**src/rtl/imm_extend_pipe.sv**
```systemverilog
// Registered immediate extender (sign/zero/upper/branch) with a valid/ready handshake and a 2-entry skid buffer.
// Optional output-transfer counter (xfer_cnt, clr_cnt) is built only when IMM_EXT_CNT_EN is defined.
module imm_extend_pipe #(
    parameter int IN_W  = 16,
    parameter int OUT_W = 32,
    parameter int TAG_W = 5
) (
    input  logic             clk,
    input  logic             rst_n,
    input  logic             in_valid,
    output logic             in_ready,
    input  logic [IN_W-1:0]  in_data,
    input  logic [1:0]       in_mode,
    input  logic [TAG_W-1:0] in_tag,
    output logic             out_valid,
    input  logic             out_ready,
    output logic [OUT_W-1:0] out_data,
    output logic [TAG_W-1:0] out_tag
`ifdef IMM_EXT_CNT_EN
    ,
    input  logic             clr_cnt,
    output logic [15:0]      xfer_cnt
`endif
);

    generate
        if (OUT_W < IN_W + 2) begin : g_bad_width
            $error("imm_extend_pipe: OUT_W must be at least IN_W+2");
        end
    endgenerate

    typedef enum logic [1:0] {
        ST_EMPTY = 2'd0,
        ST_ONE   = 2'd1,
        ST_FULL  = 2'd2
    } state_t;

    state_t             state_q, state_d;
    logic [OUT_W-1:0]   data_q, data_d;
    logic [TAG_W-1:0]   tag_q, tag_d;
    logic [OUT_W-1:0]   skid_data_q, skid_data_d;
    logic [TAG_W-1:0]   skid_tag_q, skid_tag_d;
    logic [OUT_W-1:0]   sext;
    logic [OUT_W-1:0]   ext;
    logic               in_fire;
    logic               out_fire;

    always_comb begin
        sext = {{(OUT_W-IN_W){in_data[IN_W-1]}}, in_data};
        ext  = sext;
        case (in_mode)
            2'b00:   ext = sext;
            2'b01:   ext = {{(OUT_W-IN_W){1'b0}}, in_data};
            2'b10:   ext = {in_data, {(OUT_W-IN_W){1'b0}}};
            default: ext = {sext[OUT_W-3:0], 2'b00};
        endcase
    end

    // Handshake flags come from registered state only, so in_ready never depends on out_ready.
    assign out_valid = (state_q != ST_EMPTY);
    assign in_ready  = (state_q != ST_FULL);
    assign out_data  = data_q;
    assign out_tag   = tag_q;
    assign in_fire   = in_valid & in_ready;
    assign out_fire  = out_valid & out_ready;

    always_comb begin
        state_d     = state_q;
        data_d      = data_q;
        tag_d       = tag_q;
        skid_data_d = skid_data_q;
        skid_tag_d  = skid_tag_q;
        case (state_q)
            ST_EMPTY: begin
                if (in_fire) begin
                    data_d  = ext;
                    tag_d   = in_tag;
                    state_d = ST_ONE;
                end
            end
            ST_ONE: begin
                if (in_fire && out_fire) begin
                    data_d = ext;
                    tag_d  = in_tag;
                end else if (out_fire) begin
                    state_d = ST_EMPTY;
                end else if (in_fire) begin
                    skid_data_d = ext;
                    skid_tag_d  = in_tag;
                    state_d     = ST_FULL;
                end
            end
            ST_FULL: begin
                if (out_fire) begin
                    data_d  = skid_data_q;
                    tag_d   = skid_tag_q;
                    state_d = ST_ONE;
                end
            end
            default: state_d = ST_EMPTY;
        endcase
    end

    always_ff @(posedge clk or negedge rst_n) begin
        if (!rst_n) begin
            state_q     <= ST_EMPTY;
            data_q      <= '0;
            tag_q       <= '0;
            skid_data_q <= '0;
            skid_tag_q  <= '0;
        end else begin
            state_q     <= state_d;
            data_q      <= data_d;
            tag_q       <= tag_d;
            skid_data_q <= skid_data_d;
            skid_tag_q  <= skid_tag_d;
        end
    end

`ifdef IMM_EXT_CNT_EN
    logic [15:0] cnt_q, cnt_d;

    // A clear in the same cycle as a transfer leaves the count at 1, not 0.
    always_comb begin
        cnt_d = cnt_q;
        if (clr_cnt) begin
            cnt_d = out_fire ? 16'd1 : 16'd0;
        end else if (out_fire) begin
            cnt_d = cnt_q + 16'd1;
        end
    end

    always_ff @(posedge clk or negedge rst_n) begin
        if (!rst_n) begin
            cnt_q <= '0;
        end else begin
            cnt_q <= cnt_d;
        end
    end

    assign xfer_cnt = cnt_q;
`endif

endmodule

```
**config.mk**
```make
export PLATFORM = sky130hd
export DESIGN_NAME = imm_extend_pipe
export DESIGN_NICKNAME = d
export VERILOG_FILES = /design/src/rtl/imm_extend_pipe.sv
export SDC_FILE = /design/constraint.sdc
export NUM_CORES = 1
export LEC_CHECK = 0
export ABC_CLOCK_PERIOD_IN_PS = 1400
export BUFFER_PORTS_ARGS = -buffer_cell sky130_fd_sc_hd__buf_2
export CAP_MARGIN = 15
export CORE_MARGIN = 10
export CORE_UTILIZATION = 51
export DETAILED_ROUTE_END_ITERATION = 10
export PLACE_DENSITY_LB_ADDON = 0.05
export SYNTH_ARGS = -nofsm -noshare
export SYNTH_HDL_FRONTEND = slang
export SYNTH_SLANG_ARGS = --single-unit
export TNS_END_PERCENT = 10
```
**constraint.sdc**
```tcl
create_clock -name clk -period 1.4 [get_ports clk]
set_input_delay 0.28 -clock clk [delete_from_list [all_inputs] [get_ports clk]]
set_output_delay 0.28 -clock clk [all_outputs]
set_load 0.05 [all_outputs]
```
* After elaboration in Yosys (flattened, before gate mapping) *
Cells that the tools add are included.

storage, ports and cells
  input port bits = 27
  latch bits = 0
  logic and storage cells = 42
  output and inout bits = 39
  memories kept = 0
  ROM bits = 0
  RAM bits = 0
  register bits = 76

operators by class
  order comparisons = 0
  mux-type cells = 15
  bitwise logic cells = 4
  shift operators = 0
  eq/ne operators = 10
  divide/modulo/power cells = 0
  $add $sub $neg = 0
  reductions and logical operators = 8
  $mul = 0

operators by type and width
  cell                                                                   count
  32-bit one-hot mux with 3 select lines                                 2
  32-bit 2-to-1 mux                                                      3
  5-bit 2-to-1 mux                                                       3
  5-bit one-hot mux with 3 select lines                                  1
  4-bit AND reduction                                                    3
  2-bit 2-to-1 mux                                                       5
  2-bit inequality test, second input constant                           5
  2-bit one-hot mux with 3 select lines                                  1
  2-bit by 1-bit equality test with 1-bit output, second input constant  2
  2-bit equality test, second input constant                             2
  2-bit logical NOT                                                      2
  3-bit inequality test, second input constant                           1
  3-bit nonzero test                                                     1
  1-bit AND                                                              2
  1-bit inverter                                                         2
  2-bit nonzero test                                                     1
  1-bit logical AND                                                      1

* Logic depth before layout (Yosys ltp) *
Gate-level depths: netlist of the first run.

  word-level depth = 6
  mapped depth = 6
  mapped depth without buffers = 4

* Least setup slack after synthesis of the first run *
OpenSTA, ideal clock, no wires.

  path kind = reg-to-reg
  from = register state_q[0]
  to = register data_q[15] (netlist: out_data[15])
  data required time = 1.275 ns
  setup time = 0.125 ns
  data arrival time = 1.295 ns
  period minus slack after synthesis = 1.420 ns
  stages on the path, launching flop included = 5
  path buffers = 1
  slack = -0.020 ns
  path through = dfrtp_1 -> buf_6 -> and2b_1 -> o21ai_4 -> mux2_2

between the ends
  longest elaborated chain between the ends = 5
  elaborated cells on any way between the ends = 14
  those cells by class = eq/ne: 6; mux: 1; bitwise: 2; reduce/logical: 5

RTL lines
  element                                                      line    RTL
  from (decl)                                                  38      state_t state_q, state_d;
  from (signal assigned)                                       112     state_q <= state_d;
  2-bit inequality test or 2-bit nonzero test (tied branches)  61, 60
  1-bit AND (on tied branches)                                 64, 65
  1-bit logical AND                                            82      if (in_fire && out_fire) begin
  2-bit inequality test (no source line)                       n/a
  4-bit AND reduction (no source line)                         n/a
  to (signal assigned)                                         113     data_q <= data_d;
  to (decl)                                                    39      logic [OUT_W-1:0] data_q, data_d;

Parallel ways exist; a longest one is shown, timed or not.
A chain may end at the register's enable or synchronous reset.

* Final worst setup path of the first run *
  from = register state_q[0]
  to = output out_valid

between the ends
  longest elaborated chain between the ends = 1

RTL lines
  element             line  RTL
  2-bit nonzero test  60    assign out_valid = (state_q != ST_EMPTY);
  to (decl)           15    output logic out_valid,

No other way between the ends.

==> results of run 1 <==
[final cells by class]
type | count | area share
clock buffer | 13 | 0.0285
sequential | 76 | 0.365
timing repair buffer | 114 | 0.181
inverter | 3 | 0.00360
tap | 102 | 0.0245
multi-input combinational | 298 | 0.391
clock inverter | 2 | 0.00672
[cell families (layout without fill, tap and decap cells)]
group / after synthesis / in the layout
muxes: 26 / 26
buffers and inverters: 46 / 132
DFF: 76 / 76
and+or+nand+nor: 117 / 117
AOI/OAI and AO/OA: 155 / 155
[flip-flops by register name, summed over array words and instances (netlist names)]
register	count
out_data	32
skid_data_q	32
out_tag	5
skid_tag_q	5
state_q	2
[cell usage in the layout (no fill, tap or decap), types with 14 or more instances in the layout]
master	netlist	layout
sky130_fd_sc_hd__a211oi_1	29	22
sky130_fd_sc_hd__a21oi_1	28	28
sky130_fd_sc_hd__buf_2	20	62
sky130_fd_sc_hd__buf_4	7	27
sky130_fd_sc_hd__dfrtp_1	76	75
sky130_fd_sc_hd__mux2_2	20	19
sky130_fd_sc_hd__nand2_1	52	52
sky130_fd_sc_hd__nor2_1	28	28
sky130_fd_sc_hd__nor2b_1	15	14
sky130_fd_sc_hd__o211ai_1	29	29
sky130_fd_sc_hd__o21ai_0	30	26
sky130_fd_sc_hd__o31ai_1	27	14
[repair_timing]
action,in CTS,in global routing
hold buffers,1,0
endpoints found under the hold margin,16,0
endpoints found under the setup margin,39,60
gates cloned,4,0
pin swaps,10,0
buffers inserted,8,1
gates resized for setup,49,14
[metrics by stage]
stage / setup TNS [ns] / power, mW
floorplan: -0.0115 / 5.93
global placement: -1.44 / 6.88
detailed placement: -2.12 / 6.96
CTS: -4.27 / 8.94
global route: -7.03 / 9.43
finish: -4.61 / 8.99
[worst min path at each step]
| stage | endpoint | slack [ns] | cells after the start |
|---|---|---|---|
| 3_5_place_dp | out_data[4]$_DFFE_PN0P_ | 0.19 | 1 |
| 4_1_cts | skid_tag_q[2]$_DFFE_PN0P_ | 0.12 | 3 |
| 3_3_place_gp | out_data[3]$_DFFE_PN0P_ | 0.18 | 1 |
| 2_1_floorplan | out_data[0]$_DFFE_PN0P_ | -0.02 | 0 |
| 5_1_grt | skid_tag_q[2]$_DFFE_PN0P_ | 0.14 | 3 |
| 6_report | skid_tag_q[3]$_DFFE_PN0P_ | 0.13 | 3 |
[worst min-delay path: cells and delay by family]
family        cells  cell delay, ns
buf+inv           1            0.08
simple gates      2            0.08
[layer usage]
metal  part of all wire  vias up  track usage
met3              0.064       14       0.0401
met2               0.48      125        0.322
met5                  0        -            0
met1               0.44     1740        0.279
met4              0.010        0       0.0546
li1                   -     1694            -
[power breakdown]
part           internal, mW  total, mW  leakage, nW  switching, mW
Combinational          1.31       3.94         1.31           2.63
Sequential             2.96       3.39        0.959          0.429
Clock                 0.864       1.66       0.0935          0.794
Total                  5.14       8.99         2.36           3.85
==> metrics.json, run 1 <==
{
  "dp_hpwl": {"value": 7610, "unit": "µm"},
  "synth.cells.most_frequent": {"value": "sky130_fd_sc_hd__dfrtp_1, sky130_fd_sc_hd__nand2_1, sky130_fd_sc_hd__o21ai_0"},
  "rows": {"value": 32},
  "floorplan.core_area": {"value": 0.00769, "unit": "mm²"},
  "cts-root-buf": {"value": "sky130_fd_sc_hd__clkbuf_8"},
  "fmaxAchievable": {"value": 626, "unit": "MHz"},
  "grt_antenna_before_repair": {"value": 0},
  "violated_checks": {"value": "negative setup slack"},
  "r2r_path_start": {"value": "state_q[0]$_DFFE_PN0P_"},
  "clock_pin_slew_worst_setup_and_hold_paths": {"value": 0.08, "unit": "ns"},
  "final.hold.worst_slack": {"value": 0.132, "unit": "ns"},
  "tritoncts": {"value": "done"},
  "ant_diodes": {"value": 0},
  "ir_worst_vdd": {"value": 893, "unit": "µV"},
  "port_buffers": {"value": 65},
  "synthDominantCellAreaShare": {"value": 0.472},
  "drt_first_iter_violations": {"value": 219},
  "multi_input_area": {"value": 0.00204, "unit": "mm²"},
  "synth.yosys.warnings": {"value": 0},
  "synth_top_area_cell": {"value": "sky130_fd_sc_hd__dfrtp_1"},
  "fin_crit_sh": {"value": 1.14},
  "worst_path_largest_cell_delay": {"value": 0.46, "unit": "ns"},
  "setup_repair_after_global_routing_missed_its_margin": {"value": "yes"},
  "synth_xor_area_frac": {"value": 0},
  "reg2reg_slack": {"value": -0.17, "unit": "ns"},
  "synth.cell_area": {"value": 0.00403, "unit": "mm²"},
  "worst_setup_path_endpoint": {"value": "out_valid"},
  "die-area": {"value": 0.0119, "unit": "mm²"},
  "die_x": {"value": 109, "unit": "µm"},
  "worstHoldStart": {"value": "in_tag[3]"},
  "ys_dominant_reg_cell": {"value": "sky130_fd_sc_hd__dfrtp_1"},
  "final_cell_area": {"value": 0.00522, "unit": "mm²"},
  "grt_pass1_vias": {"value": 3513},
  "timing.final.hold_violations": {"value": 0},
  "start_util": {"value": 0.524},
  "netlist_instances": {"value": 420},
  "cp.buffers_inverters": {"value": 2},
  "register_cell_area_after_layout": {"value": 0.00190, "unit": "mm²"},
  "tightest_slew": {"value": 0.302, "unit": "ns"},
  "ctsHtreeMaxLevel": {"value": 3},
  "gp_congestion": {"value": 0.812},
  "drive_above_1_share": {"value": 0.354},
  "holdCritPathClass": {"value": "input port to register"},
  "route.vias.total": {"value": 3573},
  "synth_compound_area_frac": {"value": 0.254},
  "nFillCells": {"value": 636},
  "synth_cell_types": {"value": 36},
  "worst_slew_margin": {"value": 0.798},
  "io-pin-count": {"value": 66},
  "detail_route.wirelength": {"value": 12000, "unit": "µm"},
  "globalRouteOverflowTotal": {"value": 0},
  "grt_util_all_layers": {"value": 0.204},
  "cpLargestDelayFamily": {"value": "flip-flops"},
  "cp.required": {"value": 1.12, "unit": "ns"},
  "path_cells": {"value": "buf_6 -> or2_4 -> buf_8"},
  "layout-area-overhead-vs-synth": {"value": 29.4, "unit": "%"},
  "synth-edff-count": {"value": 0},
  "detailed_route_vias_per_instance": {"value": 5.88},
  "final_antenna_net_count": {"value": 0},
  "synth_fa_ha_area_frac": {"value": 0},
  "worst-setup-path-type": {"value": "register to output port"},
  "synthMuxAreaShare": {"value": 0.0723},
  "post_synth_and_or_nand_nor_area_fraction": {"value": 0.137},
  "finish.cell_count_without_fillers": {"value": 608},
  "postSynth.asyncResetShare": {"value": 1.00},
  "finish.net_count": {"value": 529},
  "power.leakage": {"value": 2.36, "unit": "nW"},
  "final.setup.worst_slack": {"value": -0.197, "unit": "ns"},
  "post-route-drc-count": {"value": 0},
  "timing.critical_path.from": {"value": "state_q[0]$_DFFE_PN0P_"},
  "post-synth-top-count-cell": {"value": "sky130_fd_sc_hd__dfrtp_1"},
  "synth.net_count": {"value": 447},
  "grt_start_max_net_pins": {"value": 57},
  "grt_pass1_wl": {"value": 19100, "unit": "µm"},
  "crit_path_end_kind": {"value": "output port"},
  "maximum_clock_insertion_buffer_count": {"value": 2},
  "synth_seq_cells": {"value": 76},
  "preCtsSetupSlack": {"value": -0.121, "unit": "ns"},
  "dpl.cell_count": {"value": 579},
  "clock-sinks": {"value": 76},
  "drt-wirelength-per-cell": {"value": 19.7, "unit": "µm"},
  "syn_avg_cell_area": {"value": 9.60, "unit": "µm²"},
  "first_pass_iters": {"value": 5},
  "number_of_max_cap_violations": {"value": 0},
  "largest_family_of_logic_cells_by_synthesized_area": {"value": "compound AO/OA/AOI/OAI gates"},
  "worstSetupStartpointType": {"value": "register"},
  "power-per-cell-area": {"value": 1720, "unit": "mW/mm²"},
  "critical_path.max_fanout": {"value": 5},
  "total_cell_area_at_the_placement_stage": {"value": 0.00461, "unit": "mm²"},
  "arrival": {"value": 1.32, "unit": "ns"},
  "finalSetupViolCount": {"value": 39},
  "synth.top_cells.by_area": {"value": "sky130_fd_sc_hd__dfrtp_1, sky130_fd_sc_hd__mux2_2, sky130_fd_sc_hd__a211oi_1"},
  "die_y": {"value": 109, "unit": "µm"},
  "timing.final.crit_period": {"value": 1.60, "unit": "ns"},
  "number_of_buffers_added_by_the_clock_tree_synthesis_step": {"value": 9},
  "critical_path_depth": {"value": 3},
  "reg2reg_depth": {"value": 6},
  "core_util_final": {"value": 0.679},
  "synth_sequential_area_ratio": {"value": 0.472},
  "worstSkewPairLatency": {"value": 0.35, "unit": "ns"},
  "worst_clock_skew": {"value": 0.00751, "unit": "ns"},
  "r2r_end": {"value": "out_data[23]$_DFFE_PN0P_"},
  "slowest_stage": {"value": "sky130_fd_sc_hd__dfrtp_2"},
  "slew_viol_final": {"value": 0},
  "outcome": {"value": "finished, violations left"}
}
(Power assumes the default switching activity.)
==> inputs of run 2 (changes only) <==
--- a/config.mk
+++ b/config.mk
@@ -12,7 +12,8 @@
 export CORE_UTILIZATION = 51
 export DETAILED_ROUTE_END_ITERATION = 10
 export PLACE_DENSITY_LB_ADDON = 0.05
+export SKIP_LAST_GASP = 1
 export SYNTH_ARGS = -nofsm -noshare
 export SYNTH_HDL_FRONTEND = slang
 export SYNTH_SLANG_ARGS = --single-unit
-export TNS_END_PERCENT = 10
+export TNS_END_PERCENT = 30
==> run 2 against run 1 <==
The flow still finishes with violations (negative setup slack). Count of clock-buffer cells in the layout unchanged. Sequential share of layout area shrank 0.89 points. Final area grew 2.5%. Sequential power is essentially flat. Die area stayed put. Clock power about the same. Clock skew rose by 0.0015 ns. Power is 1.8% higher. Global-route usage grew 0.36 points. First-iteration DRC count rose by 5.0%. Register-to-register slack lost 0.04 ns. Combinational power up 4%. Critical endpoint is now out_data[23]$_DFFE_PN0P_. Largest power group unchanged. Highest routed layer unchanged.
==> metrics.json, run 2 (synthesis results as in run 1) <==
{
  "grt_pass1_wl": {"value": 19300, "unit": "µm"},
  "gp_congestion": {"value": 0.812},
  "tritoncts": {"value": "done"},
  "reg2reg_depth": {"value": 6},
  "ant_diodes": {"value": 0},
  "timing.final.crit_period": {"value": 1.61, "unit": "ns"},
  "preCtsSetupSlack": {"value": -0.121, "unit": "ns"},
  "ir_worst_vdd": {"value": 888, "unit": "µV"},
  "fin_crit_sh": {"value": 1.15},
  "worst_clock_skew": {"value": 0.00901, "unit": "ns"},
  "final_cell_area": {"value": 0.00535, "unit": "mm²"},
  "cp.buffers_inverters": {"value": 3},
  "reg2reg_slack": {"value": -0.21, "unit": "ns"},
  "number_of_max_cap_violations": {"value": 0},
  "final_cell_mix": {"value": "sky130_fd_sc_hd__dfrtp_1, sky130_fd_sc_hd__buf_2, sky130_fd_sc_hd__nand2_1"},
  "finalSetupViolCount": {"value": 73},
  "final_antenna_net_count": {"value": 0},
  "die_x": {"value": 109, "unit": "µm"},
  "layout-area-overhead-vs-synth": {"value": 32.7, "unit": "%"},
  "detailed_route_vias_per_instance": {"value": 5.99},
  "arrival": {"value": 1.83, "unit": "ns"},
  "r2r_path_start": {"value": "state_q[0]$_DFFE_PN0P_"},
  "min_delay_worst_endpoint": {"value": "skid_tag_q[2]$_DFFE_PN0P_"},
  "worstSetupStartpointType": {"value": "register"},
  "grt_util_all_layers": {"value": 0.207},
  "die_y": {"value": 109, "unit": "µm"},
  "finalSetupTns": {"value": -8.63, "unit": "ns"},
  "timing.final.hold_violations": {"value": 0},
  "timing.hold.worst_path_depth": {"value": 3},
  "tightest_slew": {"value": 0.366, "unit": "ns"},
  "maximum_clock_insertion_buffer_count": {"value": 2},
  "route.vias.total": {"value": 3650},
  "port_buffers": {"value": 65},
  "grt_pass1_vias": {"value": 3524},
  "io-pin-count": {"value": 66},
  "power-per-cell-area": {"value": 1710, "unit": "mW/mm²"},
  "start_util": {"value": 0.524},
  "outcome": {"value": "finished, violations left"},
  "worstHoldStart": {"value": "in_tag[2]"},
  "slew_viol_final": {"value": 0},
  "core_util_final": {"value": 0.695},
  "fmaxAchievable": {"value": 620, "unit": "MHz"},
  "ctsHtreeMaxLevel": {"value": 3},
  "grt_antenna_before_repair": {"value": 0},
  "cp.required": {"value": 1.62, "unit": "ns"},
  "worst_slew_margin": {"value": 0.755},
  "detail_route.wirelength": {"value": 12300, "unit": "µm"},
  "first_pass_iters": {"value": 5},
  "grt_start_max_net_pins": {"value": 57},
  "setup_repair_after_global_routing_missed_its_margin": {"value": "yes"},
  "floorplan.core_area": {"value": 0.00769, "unit": "mm²"},
  "rows": {"value": 32},
  "total_cell_area_at_the_placement_stage": {"value": 0.00461, "unit": "mm²"},
  "r2r_end": {"value": "out_data[23]$_DFFE_PN0P_"},
  "most_common_cell_after_layout_fill_and_taps_aside": {"value": "sky130_fd_sc_hd__dfrtp_1"},
  "drive_above_1_share": {"value": 0.377},
  "most_frequent_cell_on_the_critical_path": {"value": "sky130_fd_sc_hd__buf_6"},
  "number_of_buffers_added_by_the_clock_tree_synthesis_step": {"value": 9},
  "worstSkewPairLatency": {"value": 0.35, "unit": "ns"},
  "power": {"value": 9.14, "unit": "mW"},
  "final.setup.worst_slack": {"value": -0.213, "unit": "ns"},
  "drt-wirelength-per-cell": {"value": 20.2, "unit": "µm"},
  "finish.net_count": {"value": 530},
  "critical_path.max_fanout": {"value": 8},
  "cts-root-buf": {"value": "sky130_fd_sc_hd__clkbuf_8"},
  "path_cells": {"value": "buf_6 -> buf_6 -> and3b_2 -> a21oi_4 -> buf_12 -> o31ai_4"},
  "finish.cell_count_without_fillers": {"value": 609},
  "worst-setup-path-type": {"value": "register to register"},
  "worst_path_largest_cell_delay": {"value": 0.44, "unit": "ns"},
  "holdCritPathClass": {"value": "input port to register"},
  "crit_path_end_kind": {"value": "register"},
  "clock_pin_slew_worst_setup_and_hold_paths": {"value": 0.07, "unit": "ns"},
  "final.hold.worst_slack": {"value": 0.132, "unit": "ns"},
  "clock-sinks": {"value": 76},
  "violated_checks": {"value": "negative setup slack"},
  "cpLargestDelayFamily": {"value": "flip-flops"},
  "globalRouteOverflowTotal": {"value": 0},
  "post-route-drc-count": {"value": 0},
  "drt_first_iter_violations": {"value": 230},
  "dpl.cell_count": {"value": 579},
  "dp_hpwl": {"value": 7610, "unit": "µm"},
  "nFillCells": {"value": 615},
  "slowest_stage": {"value": "sky130_fd_sc_hd__dfrtp_2"},
  "power.leakage": {"value": 2.39, "unit": "nW"},
  "die-area": {"value": 0.0119, "unit": "mm²"}
}
run 2: worst min-delay path, cell delays in order:
cell	delay, ns
sky130_fd_sc_hd__buf_2	0.08
sky130_fd_sc_hd__nand2_1	0.04
sky130_fd_sc_hd__nand2_1	0.04
run 2: per-layer routing:
layer,GRT usage,part of all wire
met5,0,0
met1,0.282,0.42
met2,0.325,0.47
met3,0.0431,0.081
met4,0.0650,0.021
run 2: layout make-up:
class,instances,area (µm²),share of cell area
clock buffers,13,149,0.0278
clock inverters,2,35.0,0.00655
inverters,3,18.8,0.00351
multi-input cells,298,2140,0.400
flip-flops and latches,76,1900,0.356
well taps,102,128,0.0239
repair buffers,115,973,0.182
run 2: power by group:
group / switching (mW) / leakage (nW) / internal, mW
Sequential: 0.425 / 0.959 / 2.96
Clock: 0.797 / 0.0935 / 0.864
Combinational: 2.72 / 1.34 / 1.38
run 2: timing repair:
item                       CTS  global route
hold endpoints to repair    16             0
setup endpoints to repair   39            77
hold buffers                 1             0
resized for setup           50            28
gates cloned                 5             0
pin swaps                   10            11
setup buffers                9             0
run 2: worst max-delay path by stage:
stage	start	to	slack (ns)	cells after the start
floorplan	state_q[1]$_DFFE_PN0P_	out_data[31]$_DFFE_PN0P_	-0.01	6
global placement	state_q[1]$_DFFE_PN0P_	out_data[31]$_DFFE_PN0P_	-0.06	5
detailed placement	state_q[1]$_DFFE_PN0P_	out_data[4]$_DFFE_PN0P_	-0.12	6
CTS	state_q[0]$_DFFE_PN0P_	out_valid	-0.19	3
global route	state_q[0]$_DFFE_PN0P_	in_ready	-0.24	4
finish	state_q[0]$_DFFE_PN0P_	out_data[23]$_DFFE_PN0P_	-0.21	6
==> inputs of run 3 (changes only) <==
--- a/config.mk
+++ b/config.mk
@@ -8,8 +8,10 @@
 export ABC_CLOCK_PERIOD_IN_PS = 1400
 export BUFFER_PORTS_ARGS = -buffer_cell sky130_fd_sc_hd__buf_2
 export CAP_MARGIN = 15
+export CELL_PAD_IN_SITES_DETAIL_PLACEMENT = 0
+export CELL_PAD_IN_SITES_GLOBAL_PLACEMENT = 1
 export CORE_MARGIN = 10
-export CORE_UTILIZATION = 51
+export CORE_UTILIZATION = 39
 export DETAILED_ROUTE_END_ITERATION = 10
 export PLACE_DENSITY_LB_ADDON = 0.05
 export SKIP_LAST_GASP = 1
==> run 3 against run 2 <==
The run still ends with negative setup slack left. Final area fell by 1.5%. Clock power barely moved. Sequential share of layout area increased by 0.56 points. Non-clock buffer count up 2. Via count down 4.2%. Cell count is 5.9% higher. Worst setup slack improved by 0.011 ns. Die area is 25% higher. Utilization decreased by 18 points. Largest power group unchanged.
==> metrics.json, run 3 (synthesis results as in run 1) <==
{
  "outcome": {"value": "finished, violations left"},
  "violated_checks": {"value": "negative setup slack"},
  "final_antenna_net_count": {"value": 0},
  "maximum_clock_insertion_buffer_count": {"value": 2},
  "grt_pass1_wl": {"value": 19300, "unit": "µm"},
  "ctsHtreeMaxLevel": {"value": 3},
  "first_pass_iters": {"value": 4},
  "rows": {"value": 37},
  "grt_antenna_before_repair": {"value": 0},
  "switching_share": {"value": 0.432},
  "final.hold.worst_slack": {"value": 0.117, "unit": "ns"},
  "post-route-drc-count": {"value": 0},
  "power.leakage": {"value": 2.36, "unit": "nW"},
  "final_cell_area": {"value": 0.00526, "unit": "mm²"},
  "clock-sinks": {"value": 76},
  "power.internal": {"value": 5.11, "unit": "mW"},
  "layout-area-overhead-vs-synth": {"value": 30.6, "unit": "%"},
  "floorplan.core_area": {"value": 0.0102, "unit": "mm²"},
  "switching_power": {"value": 3.89, "unit": "mW"},
  "drt_first_iter_violations": {"value": 214},
  "r2r_path_start": {"value": "state_q[0]$_DFFE_PN0P_"},
  "power-per-cell-area": {"value": 1710, "unit": "mW/mm²"},
  "die_y": {"value": 122, "unit": "µm"},
  "timing.critical_path.from": {"value": "state_q[0]$_DFFE_PN0P_"},
  "most_common_cell_after_layout_fill_and_taps_aside": {"value": "sky130_fd_sc_hd__dfrtp_1"},
  "worst-setup-path-type": {"value": "register to output port"},
  "crit_path_end_kind": {"value": "output port"},
  "final.setup.worst_slack": {"value": -0.202, "unit": "ns"},
  "timing.final.crit_period": {"value": 1.60, "unit": "ns"},
  "critical_path.max_fanout": {"value": 4},
  "clock_power_share": {"value": 0.183},
  "cp.required": {"value": 1.12, "unit": "ns"},
  "reg2reg_slack": {"value": -0.20, "unit": "ns"},
  "ant_diodes": {"value": 0},
  "finish.net_count": {"value": 532},
  "globalRouteOverflowTotal": {"value": 0},
  "worstSkewPairLatency": {"value": 0.36, "unit": "ns"},
  "combinationalPowerShare": {"value": 0.443},
  "detail_route.wirelength": {"value": 12300, "unit": "µm"},
  "fin_crit_sh": {"value": 1.14},
  "reg2reg_depth": {"value": 6},
  "die_x": {"value": 122, "unit": "µm"},
  "grt_util_all_layers": {"value": 0.165},
  "clock_pin_slew_worst_setup_and_hold_paths": {"value": 0.08, "unit": "ns"},
  "slew_viol_final": {"value": 0},
  "tightest_slew": {"value": 0.386, "unit": "ns"},
  "route.vias.total": {"value": 3495},
  "worst_clock_skew": {"value": 0.00970, "unit": "ns"},
  "worst_slew_margin": {"value": 0.741},
  "io-pin-count": {"value": 66},
  "timing.hold.worst_path_depth": {"value": 3},
  "finalSetupViolCount": {"value": 76},
  "total_cell_area_at_the_placement_stage": {"value": 0.00469, "unit": "mm²"},
  "final_cell_mix": {"value": "sky130_fd_sc_hd__dfrtp_1, sky130_fd_sc_hd__buf_2, sky130_fd_sc_hd__nand2_1"},
  "gp_congestion": {"value": 0.763},
  "preCtsSetupSlack": {"value": -0.131, "unit": "ns"},
  "drt-wirelength-per-cell": {"value": 19.0, "unit": "µm"},
  "min_delay_worst_endpoint": {"value": "skid_tag_q[3]$_DFFE_PN0P_"},
  "grt_pass1_vias": {"value": 3442},
  "arrival": {"value": 1.32, "unit": "ns"},
  "start_util": {"value": 0.396},
  "r2r_end": {"value": "out_data[21]$_DFFE_PN0P_"},
  "number_of_buffers_added_by_the_clock_tree_synthesis_step": {"value": 9},
  "fmaxAchievable": {"value": 624, "unit": "MHz"},
  "timing.final.hold_violations": {"value": 0},
  "number_of_max_cap_violations": {"value": 0},
  "ir_worst_vdd": {"value": 787, "unit": "µV"},
  "power": {"value": 9.00, "unit": "mW"},
  "drive_above_1_share": {"value": 0.369},
  "holdCritPathClass": {"value": "input port to register"},
  "die-area": {"value": 0.0148, "unit": "mm²"},
  "setup_repair_after_global_routing_missed_its_margin": {"value": "yes"},
  "worstSetupStartpointType": {"value": "register"},
  "cts-root-buf": {"value": "sky130_fd_sc_hd__clkbuf_8"},
  "nFillCells": {"value": 1004},
  "worstHoldStart": {"value": "in_tag[3]"},
  "dp_hpwl": {"value": 8170, "unit": "µm"},
  "detailed_route_vias_per_instance": {"value": 5.42},
  "port_buffers": {"value": 65},
  "sequentialPowerShare": {"value": 0.374},
  "tritoncts": {"value": "done"},
  "grt_start_max_net_pins": {"value": 35}
}
## run 3: cell types whose count changed in the layout (fill, tap and decap cells not counted), moves of 3 or more
cell,previous run,this run
sky130_fd_sc_hd__buf_4,26,38
sky130_fd_sc_hd__buf_6,10,2
sky130_fd_sc_hd__a211oi_1,18,23
sky130_fd_sc_hd__a211oi_2,10,6
sky130_fd_sc_hd__buf_16,3,0
sky130_fd_sc_hd__clkbuf_8,10,13
## run 3: worst max-delay path, stage by stage (launching register included)
cell	delay (ns)
sky130_fd_sc_hd__dfrtp_2	0.45
sky130_fd_sc_hd__buf_6	0.13
sky130_fd_sc_hd__or2_4	0.22
sky130_fd_sc_hd__buf_8	0.15
## run 3: how the worst max path moves through the flow
| stage | to | slack [ns] | cells after the start |
|---|---|---|---|
| 6_report | out_valid | -0.20 | 3 |
| 5_1_grt | out_data[0]$_DFFE_PN0P_ | -0.25 | 6 |
| 4_1_cts | out_valid | -0.22 | 3 |
| 3_5_place_dp | out_data[9]$_DFFE_PN0P_ | -0.13 | 6 |
| 3_3_place_gp | out_data[21]$_DFFE_PN0P_ | -0.11 | 6 |
| 2_1_floorplan | out_data[31]$_DFFE_PN0P_ | -0.01 | 6 |
## run 3: power groups by stage
stage	Sequential (mW)	Clock, mW	Combinational [mW]
2_1_floorplan	4.63	0	1.31
3_3_place_gp	3.38	0	3.56
3_5_place_dp	3.41	0	3.58
4_1_cts	3.37	1.68	3.79
5_1_grt	3.46	1.77	4.30
6_report	3.37	1.64	3.99
## run 3: per-layer routing
| metal | GRT usage | share of wire | vias to the layer above |
|---|---|---|---|
| met5 | 0 | 0 | - |
| met4 | 0.0626 | 0.014 | 0 |
| met3 | 0.0324 | 0.054 | 10 |
| met2 | 0.263 | 0.47 | 81 |
| met1 | 0.218 | 0.46 | 1706 |
| li1 | - | - | 1698 |
## run 3: layout make-up
type                            count  area, µm²  area share
Clock buffer                       14        183      0.0347
Clock inverter                      1       5.00    0.000951
Inverter                            3       18.8     0.00357
Multi-Input combinational cell    298       2090       0.397
Sequential cell                    76       1900       0.362
Tap cell                          136        170      0.0323
Timing Repair Buffer              117        893       0.170
## run 3: timing repair
action                     in CTS  in global routing
hold endpoints to repair       18                  0
setup endpoints to repair      38                 77
cloned                          0                  2
resized for setup              27                 25
buffers inserted                8                  3
hold buffers                    1                  0
pin swaps                       0                  3
## run 3: through the flow
stage                     cells  TNS [ns]  utilization
after CTS                   640     -8.50        0.498
after global placement      616     -2.62        0.461
after floorplan             420   -0.0115            -
final                       645     -8.81        0.517
after global routing        645    -13.27        0.517
after detailed placement    616     -3.47        0.461
